===== config.mk =====
export PLATFORM = sky130hd
export DESIGN_NAME = core_run_monitor
export DESIGN_NICKNAME = d
export VERILOG_FILES = /design/src/rtl/core_run_monitor.sv
export SDC_FILE = /design/constraint.sdc
export NUM_CORES = 1
export LEC_CHECK = 0
export BUFFER_PORTS_ARGS = -buffer_cell sky130_fd_sc_hd__buf_2
export CAP_MARGIN = 20
export CORE_MARGIN = 5
export CORE_UTILIZATION = 55
export CTS_BUF_LIST = sky130_fd_sc_hd__clkbuf_8
export CTS_CLUSTER_SIZE = 20
export DETAILED_ROUTE_END_ITERATION = 7
export GPL_TIMING_DRIVEN = 0
export PLACE_DENSITY_LB_ADDON = 0.25
export SYNTH_ARGS = -nofsm -noshare
export SYNTH_HDL_FRONTEND = slang
export SYNTH_SLANG_ARGS = --single-unit

===== constraint.sdc =====
create_clock -name clk -period 7.9 [get_ports clk]
set_input_delay 0.79 -clock clk [delete_from_list [all_inputs] [get_ports clk]]
set_output_delay 0.79 -clock clk [all_outputs]
set_load 0.05 [all_outputs]

===== src/rtl/core_run_monitor.sv =====
// Run monitor: times a core run from start to halt or timeout, grades the halt PC
// against an expected value, and records PC changes into a small trace FIFO.
module core_run_monitor #(
  parameter int PC_WIDTH    = 32,
  parameter int CNT_WIDTH   = 32,
  parameter int TRACE_DEPTH = 8
) (
  input  logic                 clk,
  input  logic                 rst,
  input  logic                 start,
  input  logic [PC_WIDTH-1:0]  expected_pc,
  input  logic [CNT_WIDTH-1:0] cycle_limit,
  input  logic [PC_WIDTH-1:0]  current_pc,
  input  logic                 halted,
  input  logic                 trace_pop,
  output logic                 trace_valid,
  output logic [PC_WIDTH-1:0]  trace_pc,
  output logic [CNT_WIDTH-1:0] trace_cycle,
  output logic                 trace_overflow,
  output logic                 busy,
  output logic                 done,
  output logic [1:0]           result,
  output logic [CNT_WIDTH-1:0] cycle_count
);

  localparam int AW = $clog2(TRACE_DEPTH);

  localparam logic [1:0] S_IDLE = 2'd0;
  localparam logic [1:0] S_RUN  = 2'd1;
  localparam logic [1:0] S_DONE = 2'd2;

  localparam logic [1:0] RES_NONE    = 2'b00;
  localparam logic [1:0] RES_PASS    = 2'b01;
  localparam logic [1:0] RES_PARTIAL = 2'b10;
  localparam logic [1:0] RES_FAIL    = 2'b11;

  localparam logic [AW:0]          FULL_LVL = (AW+1)'(TRACE_DEPTH);
  localparam logic [CNT_WIDTH-1:0] CNT_ONE  = CNT_WIDTH'(1);

  logic [1:0]           state_q,  state_d;
  logic [PC_WIDTH-1:0]  exp_pc_q, exp_pc_d;
  logic [CNT_WIDTH-1:0] limit_q,  limit_d;
  logic [CNT_WIDTH-1:0] cnt_q,    cnt_d;
  logic [1:0]           result_q, result_d;
  logic [PC_WIDTH-1:0]  prev_pc_q, prev_pc_d;
  logic [AW-1:0]        wr_ptr_q, wr_ptr_d;
  logic [AW-1:0]        rd_ptr_q, rd_ptr_d;
  logic [AW:0]          level_q,  level_d;
  logic                 ovf_q,    ovf_d;

  logic [PC_WIDTH-1:0]  pc_mem_q  [TRACE_DEPTH];
  logic [CNT_WIDTH-1:0] cyc_mem_q [TRACE_DEPTH];

  logic clear_fifo_s;
  logic push_req_s;
  logic push_ok_s;
  logic pop_ok_s;

  // Run control FSM: start acceptance, cycle counting, halt/timeout grading
  always_comb begin
    state_d      = state_q;
    exp_pc_d     = exp_pc_q;
    limit_d      = limit_q;
    cnt_d        = cnt_q;
    result_d     = result_q;
    prev_pc_d    = prev_pc_q;
    clear_fifo_s = 1'b0;
    push_req_s   = 1'b0;
    case (state_q)
      S_IDLE, S_DONE: begin
        if (start) begin
          exp_pc_d     = expected_pc;
          limit_d      = cycle_limit;
          cnt_d        = {CNT_WIDTH{1'b0}};
          result_d     = RES_NONE;
          prev_pc_d    = {PC_WIDTH{1'b1}};
          clear_fifo_s = 1'b1;
          state_d      = S_RUN;
        end else begin
          state_d = state_q;
        end
      end
      S_RUN: begin
        if (cnt_q != {CNT_WIDTH{1'b1}}) begin
          cnt_d = cnt_q + CNT_ONE;
        end else begin
          cnt_d = cnt_q;
        end
        if (current_pc != prev_pc_q) begin
          push_req_s = 1'b1;
          prev_pc_d  = current_pc;
        end else begin
          push_req_s = 1'b0;
        end
        // Halt outranks a timeout landing on the same cycle
        if (halted) begin
          state_d  = S_DONE;
          result_d = (current_pc == exp_pc_q) ? RES_PASS : RES_PARTIAL;
        end else if ((limit_q != {CNT_WIDTH{1'b0}}) && (cnt_q == (limit_q - CNT_ONE))) begin
          state_d  = S_DONE;
          result_d = RES_FAIL;
        end else begin
          state_d = S_RUN;
        end
      end
      default: begin
        state_d = S_IDLE;
      end
    endcase
  end

  // Trace FIFO bookkeeping; a pop frees room for a push in the same cycle
  always_comb begin
    wr_ptr_d  = wr_ptr_q;
    rd_ptr_d  = rd_ptr_q;
    level_d   = level_q;
    ovf_d     = ovf_q;
    pop_ok_s  = trace_pop && (level_q != {(AW+1){1'b0}});
    push_ok_s = push_req_s && ((level_q != FULL_LVL) || pop_ok_s);
    if (clear_fifo_s) begin
      wr_ptr_d = {AW{1'b0}};
      rd_ptr_d = {AW{1'b0}};
      level_d  = {(AW+1){1'b0}};
      ovf_d    = 1'b0;
    end else begin
      if (push_ok_s) begin
        wr_ptr_d = wr_ptr_q + AW'(1);
      end else begin
        wr_ptr_d = wr_ptr_q;
      end
      if (pop_ok_s) begin
        rd_ptr_d = rd_ptr_q + AW'(1);
      end else begin
        rd_ptr_d = rd_ptr_q;
      end
      level_d = level_q + (AW+1)'(push_ok_s) - (AW+1)'(pop_ok_s);
      if (push_req_s && !push_ok_s) begin
        ovf_d = 1'b1;
      end else begin
        ovf_d = ovf_q;
      end
    end
  end

  // Control and FIFO pointer registers
  always_ff @(posedge clk) begin
    if (rst) begin
      state_q   <= S_IDLE;
      exp_pc_q  <= {PC_WIDTH{1'b0}};
      limit_q   <= {CNT_WIDTH{1'b0}};
      cnt_q     <= {CNT_WIDTH{1'b0}};
      result_q  <= RES_NONE;
      prev_pc_q <= {PC_WIDTH{1'b1}};
      wr_ptr_q  <= {AW{1'b0}};
      rd_ptr_q  <= {AW{1'b0}};
      level_q   <= {(AW+1){1'b0}};
      ovf_q     <= 1'b0;
    end else begin
      state_q   <= state_d;
      exp_pc_q  <= exp_pc_d;
      limit_q   <= limit_d;
      cnt_q     <= cnt_d;
      result_q  <= result_d;
      prev_pc_q <= prev_pc_d;
      wr_ptr_q  <= wr_ptr_d;
      rd_ptr_q  <= rd_ptr_d;
      level_q   <= level_d;
      ovf_q     <= ovf_d;
    end
  end

  // Trace storage; contents are meaningless until the pointers cover them
  always_ff @(posedge clk) begin
    if (!rst && push_ok_s) begin
      pc_mem_q[wr_ptr_q]  <= current_pc;
      cyc_mem_q[wr_ptr_q] <= cnt_q;
    end
  end

  assign trace_valid    = (level_q != {(AW+1){1'b0}});
  assign trace_pc       = pc_mem_q[rd_ptr_q];
  assign trace_cycle    = cyc_mem_q[rd_ptr_q];
  assign trace_overflow = ovf_q;
  assign busy           = (state_q == S_RUN);
  assign done           = (state_q == S_DONE);
  assign result         = result_q;
  assign cycle_count    = cnt_q;

endmodule


Word level (Yosys, flattened, before mapping)
Memories as Yosys holds them, arrays and structs flattened. A register that Yosys moved wholly into a read port is not among the register bits.
Index checks and enable logic that the tools add are counted.
{"block": "totals", "memories": 2, "input_bits": 101, "reg_bits": 143, "ram_bits": 512, "mem_bits_ro": 0, "latchBits": 0}
{"memory": "cyc_mem_q", "depth": 8, "word_bits": 32, "rd": 1, "rd_ports_with_merged_regs": 1, "wr": 1, "line": "52", "source": "logic [CNT_WIDTH-1:0] cyc_mem_q [TRACE_DEPTH];"}
{"memory": "pc_mem_q", "depth": 8, "word_bits": 32, "rd": 1, "rd_ports_with_merged_regs": 1, "wr": 1, "line": "51", "source": "logic [PC_WIDTH-1:0] pc_mem_q [TRACE_DEPTH];"}
{"block": "classes", "shift": 0, "bitwise": 0, "n_lt_le_gt_ge": 0, "addsub": 6, "mul": 0, "reduce_logical": 18, "eq_ne": 11, "muxes": 25, "div_mod_pow": 0}
{"operator": "$mux W32", "count": 4}
{"operator": "$pmux W32 S2", "count": 2}
{"operator": "$eq A32 B32 Y1", "count": 2}
{"operator": "$add A32 B1 Y32 const B", "count": 1}
{"operator": "$ne A32 B32 Y1", "count": 1}
{"operator": "$ne A32 B32 Y1 const B", "count": 1}
{"operator": "$reduce_bool A32 Y1", "count": 1}
{"operator": "$sub A32 B1 Y32 const B", "count": 1}
{"operator": "$mux W2", "count": 7}
{"operator": "$mux W3", "count": 4}
{"operator": "$reduce_and A3 Y1", "count": 3}
{"operator": "$pmux W2 S2", "count": 2}
{"operator": "$add A3 B1 Y3 const B", "count": 2}
{"operator": "$mux W1", "count": 6}
{"operator": "$logic_and A1 B1 Y1", "count": 5}
{"operator": "$add A4 B1 Y4", "count": 1}
{"operator": "$ne A2 B1 Y1 const B", "count": 2}
{"operator": "$ne A4 B4 Y1 const B", "count": 1}
{"operator": "$reduce_bool A4 Y1", "count": 1}
{"operator": "$reduce_or A2 Y1", "count": 2}
{"operator": "$sub A4 B1 Y4", "count": 1}
{"operator": "$ne A3 B2 Y1 const B", "count": 1}
{"operator": "$eq A2 B1 Y1 const B", "count": 1}
{"operator": "$eq A2 B2 Y1 const B", "count": 1}
{"operator": "other kinds (6)", "count": 7}

Logic depth before layout (Yosys ltp)
{"block": "logic_depth", "word_depth": 7, "depth_mapped": 12, "ltp_nobuf": 11}

Worst setup path after synthesis
Ideal clock, no wire load.
{"block": "synth_path", "path_type": "input port to flip-flop", "from": "input current_pc[24]", "to": "memory cyc_mem_q[0][0], enable pin", "setup_slack_ns": 0.967, "path_stages": 7, "required_ns": 7.335, "path_buffers": 0, "arrival_time_ns": 6.368, "setup_time_ns": 0.565, "cell_sequence": "xnor2_1 > nand4_1 > nor4_1 > a21oi_1 > o21ai_0 > or3_1 > nor3_1"}
{"block": "synth_via", "elab_chain_cells": 7}
{"item": "start, declared", "line": "13", "source": "input logic [PC_WIDTH-1:0] current_pc,"}
{"item": "$ne A32 B32 Y1", "line": "89", "source": "if (current_pc != prev_pc_q) begin"}
{"item": "$mux W1", "line": "89"}
{"item": "$mux W1", "line": "69", "source": "case (state_q)"}
{"item": "$logic_and A1 B1 Y1", "line": "119", "source": "push_ok_s = push_req_s && ((level_q != FULL_LVL) || pop_ok_s);"}
{"item": "$logic_and A1 B1 Y1", "line": "174", "source": "if (!rst && push_ok_s) begin"}
{"item": "$mux W1", "line": "174"}
{"item": "$mux W1 (implied by the code)", "line": "176", "source": "cyc_mem_q[wr_ptr_q] <= cnt_q;"}
{"item": "end, declared", "line": "52"}
Every way passes these cells.

==> load_flow_metrics.sql <==
INSERT INTO impl_metrics (metric_group, metric, value, unit) VALUES
('run_status', 'run_status', 'completed', ''),
('worst_setup_path', 'cp-end-kind', 'output pin', ''),
('sta', 'finalHoldWorstSlack', '358', 'ps'),
('routing', 'drt_first_pass_iters', '5', ''),
('cts', 'clock_tree.buffer_depth', '3', ''),
('placed_design', 'port_buffers', '201', ''),
('grt', 'grt_pass1_vias', '16900', ''),
('sta', 'post-route-worst-setup-slack', '3320', 'ps'),
('cts', 'tritoncts', 'done', ''),
('routing', 'routed_wire_length_per_instance', '23.5', 'um'),
('sta', 'fin_crit', '4580', 'ps'),
('cts', 'cts_setup_buffers', '0', ''),
('routing', 'route.antenna.remaining_nets', '0', ''),
('job', 'drv_cap', '0', ''),
('cells_and_area', 'fill_cell_total_of_the_finished_layout', '3430', ''),
('logic_synthesis', 'postSynthCellCount', '1722', ''),
('sta', 'rsz_0062_raised_after_global_routing', 'false', ''),
('cells_and_area', 'nets', '2172', ''),
('logic_synthesis', 'main_area_contributors_after_synthesis', 'sky130_fd_sc_hd__edfxtp_1, sky130_fd_sc_hd__dfxtp_1, sky130_fd_sc_hd__mux4_2', ''),
('grt', 'grt_antenna_before_repair', '1', ''),
('floorplanning', 'io_pins', '203', ''),
('cts', 'cts-hold-fix-buffers', '0', ''),
('worst_setup_path', 'crit_fanout', '10', ''),
('cts', 'tritoncts_num_sinks', '658', ''),
('floorplanning', 'placeable_core_region', '48600', 'sq um'),
('power_and_ir_drop', 'powerDensity', '248', 'nW/um^2'),
('min_path', 'min_to', 'limit_q[20]', ''),
('logic_synthesis', 'netlist-cell-type-count', '67', ''),
('placed_design', 'pre_cts_slack', '3450', 'ps'),
('logic_synthesis', 'sequential_cell_area_fraction_in_the_yosys_report', '68.1', '%'),
('worst_setup_path', 'worst-setup-path-type', 'register to output pin', ''),
('logic_synthesis', 'synth_async_sr_flop_share', '0', '%'),
('cts', 'ctsResizeCount', '0', ''),
('sta', 'finalSetupViolCount', '0', ''),
('worst_setup_path', 'required', '7110', 'ps'),
('routing', 'wl', '65300', 'um'),
('routing', 'drt-initial-drc-count', '1399', ''),
('power_and_ir_drop', 'power_leakage', '10.8', 'nW'),
('placed_design', 'global_placer_s_final_weighted_congestion', '0.892', ''),
('sta', 'timing.clock.skew', '31.9', 'ps'),
('cells_and_area', 'layout-drive-gt1-share', '28.0', '%'),
('worst_setup_path', 'regToRegSetupSlack', '4120', 'ps'),
('grt', 'globalRoute.totalOverflow', '0', ''),
('cts', 'cts_inserted_buffers', '103', ''),
('logic_synthesis', 'synth_top_flop_cell', 'sky130_fd_sc_hd__edfxtp_1', ''),
('cts', 'clk_latency', '690', 'ps'),
('routing', 'vias_per_cell', '5.91', ''),
('worst_setup_path', 'cp.arrival', '3790', 'ps'),
('grt', 'grt_usage', '24.6', '%'),
('placed_design', 'dp_hpwl', '45400', 'um'),
('worst_setup_path', 'crit_path_start_kind', 'register', ''),
('cells_and_area', 'multi_input_comb_area', '8130', 'sq um'),
('sta', 'timing.final.max_slew_violations', '0', ''),
('logic_synthesis', 'netlist.area_leader.share', '57.3', '%'),
('sta', 'period_share', '58.0', '%'),
('worst_setup_path', 'reg2reg_depth', '9', ''),
('cts', 'clk_transition_reported_paths', '60', 'ps'),
('floorplanning', 'dieHeight', '231', 'um'),
('logic_synthesis', 'synth_fp_nets', '1833', ''),
('logic_synthesis', 'synth.largest_area_cell', 'sky130_fd_sc_hd__edfxtp_1', ''),
('worst_setup_path', 'crit-reg2reg-launch', 'state_q[0]', ''),
('sta', 'normalized_max_slew_margin', '28.3', '%'),
('grt', 'grt_start_max_net_pins', '29', ''),
('sta', 'final-hold-violation-count', '0', ''),
('min_path', 'worst_hold_path_type', 'primary input to register', ''),
('min_path', 'hold_path.startpoint', 'cycle_limit[20]', ''),
('grt', 'wire_length_of_the_first_global_routing_pass', '99600', 'um'),
('sta', 'timing_worst_slew_pin_value', '1080', 'ps'),
('floorplanning', 'initial_core_util', '55.2', '%'),
('cells_and_area', 'layout-area-overhead-vs-synth', '17.1', '%'),
('logic_synthesis', 'ys.warnings.count', '0', '');
==> logic make-up after synthesis <==
logic type / Yosys count / synth area share, %
DFF: 658 / 68.1
and+or+nand+nor: 445 / 8.12
muxes: 198 / 13.6
AOI/OAI and AO/OA: 164 / 3.65
xor gates and xnor gates: 128 / 4.18
buffers and inverters: 119 / 1.78
adders and majority gates: 10 / 0.494
==> registers in the layout, indices dropped and copies added (netlist names), named ones only <==
signal,cells
rd_ptr_q,3
cycle_count,32
level_q,4
limit_q,32
state_q,2
exp_pc_q,32
wr_ptr_q,3
result,2
cyc_mem_q,256
pc_mem_q,256
trace_overflow,1
prev_pc_q,32
==> metrics by stage <==
stage | TNS [ps] | total power [mW] | cells | util (%) | area [sq um]
finish | 0 | 7.80 | 2775 | 64.7 | 31500
global route | 0 | 8.11 | 2773 | 64.6 | 31400
CTS | 0 | 7.86 | 2773 | 64.6 | 31400
detailed placement | 0 | 5.01 | 2578 | 60.2 | 29300
global placement | -584660 | 4.98 | 2545 | 58.9 | 28600
floorplan | 0 | 4.70 | 1722 | - | 26900
==> placed cells by master, fill, tap and decap left out, types with 26 or more instances in the layout <==
| cell | instances |
|---|---|
| sky130_fd_sc_hd__clkbuf_1 | 71 |
| sky130_fd_sc_hd__nor3_1 | 44 |
| sky130_fd_sc_hd__o21ai_0 | 46 |
| sky130_fd_sc_hd__buf_2 | 204 |
| sky130_fd_sc_hd__dfxtp_1 | 146 |
| sky130_fd_sc_hd__a21oi_1 | 82 |
| sky130_fd_sc_hd__nand2_1 | 156 |
| sky130_fd_sc_hd__nor4_1 | 32 |
| sky130_fd_sc_hd__inv_1 | 65 |
| sky130_fd_sc_hd__nand4_1 | 26 |
| sky130_fd_sc_hd__mux2_2 | 64 |
| sky130_fd_sc_hd__nor2_1 | 89 |
| sky130_fd_sc_hd__clkbuf_8 | 131 |
| sky130_fd_sc_hd__xnor2_1 | 67 |
| sky130_fd_sc_hd__mux4_2 | 128 |
| sky130_fd_sc_hd__edfxtp_1 | 512 |
| sky130_fd_sc_hd__xor2_1 | 61 |
==> cell type report <==
class                      instances  area share (%)
sequential                       658            58.2
clock buffer                     131            5.73
inverter                          23           0.274
antenna                            2          0.0159
timing repair buffer             234            5.15
buffer                            96            1.24
tap                              622            2.47
clock inverter                    64            1.08
multi-input combinational        945            25.9
==> Yosys cell counts (4+ instances only) <==
cell                       count
sky130_fd_sc_hd__edfxtp_1    512
sky130_fd_sc_hd__nor3_1       46
sky130_fd_sc_hd__clkbuf_1     71
sky130_fd_sc_hd__nand2b_1      8
sky130_fd_sc_hd__or2_2         4
sky130_fd_sc_hd__o21ai_0      46
sky130_fd_sc_hd__buf_1        18
sky130_fd_sc_hd__nor2b_1       5
sky130_fd_sc_hd__a211o_1       5
sky130_fd_sc_hd__nand4_1      26
sky130_fd_sc_hd__nand2_1     156
sky130_fd_sc_hd__and3_1        7
sky130_fd_sc_hd__dfxtp_1     146
sky130_fd_sc_hd__mux2i_1       6
sky130_fd_sc_hd__xor2_1       61
sky130_fd_sc_hd__ha_1          9
sky130_fd_sc_hd__a21oi_1      82
sky130_fd_sc_hd__mux4_2      128
sky130_fd_sc_hd__or3_1        17
sky130_fd_sc_hd__nand3_1      11
sky130_fd_sc_hd__nor2_1       95
sky130_fd_sc_hd__xnor2_1      67
sky130_fd_sc_hd__or4_1        11
sky130_fd_sc_hd__inv_1        23
sky130_fd_sc_hd__nor4_1       32
sky130_fd_sc_hd__mux2_2       64
==> worst max path at each step <==
| stage | cells after the start | endpoint | start |
|---|---|---|---|
| global placement | 7 | cyc_mem_q[4][12] | current_pc[5] |
| detailed placement | 11 | cyc_mem_q[0][14] | current_pc[5] |
| global route | 5 | trace_pc[21] | register |
| finish | 5 | trace_cycle[18] | register |
| floorplan | 7 | cyc_mem_q[0][0] | current_pc[24] |
| CTS | 5 | trace_cycle[12] | register |
==> power breakdown <==
part	leakage (nW)	switching [mW]	total, mW	internal [mW]
clock	1.25	1.29	2.88	1.58
sequential	5.90	0.0408	3.81	3.77
combinational	3.65	0.685	1.12	0.433
total	10.8	2.02	7.80	5.78
==> metal layers <==
metal	up-vias	routed length [um]	global-route usage (%)
met3	120	4870	5.31
met2	653	32600	41.0
met1	8302	26200	33.2
met5	-	0	0
li1	7314	-	-
met4	0	1640	7.13
==> critical path, stage by stage, from the launching register on <==
cell and delay (ps):
sky130_fd_sc_hd__dfxtp_1 320, sky130_fd_sc_hd__clkbuf_1 790, sky130_fd_sc_hd__buf_1 840, sky130_fd_sc_hd__mux4_2 600, sky130_fd_sc_hd__mux2_2 310, sky130_fd_sc_hd__buf_2 220
No activity file was read; power rests on OpenSTA's default activity.
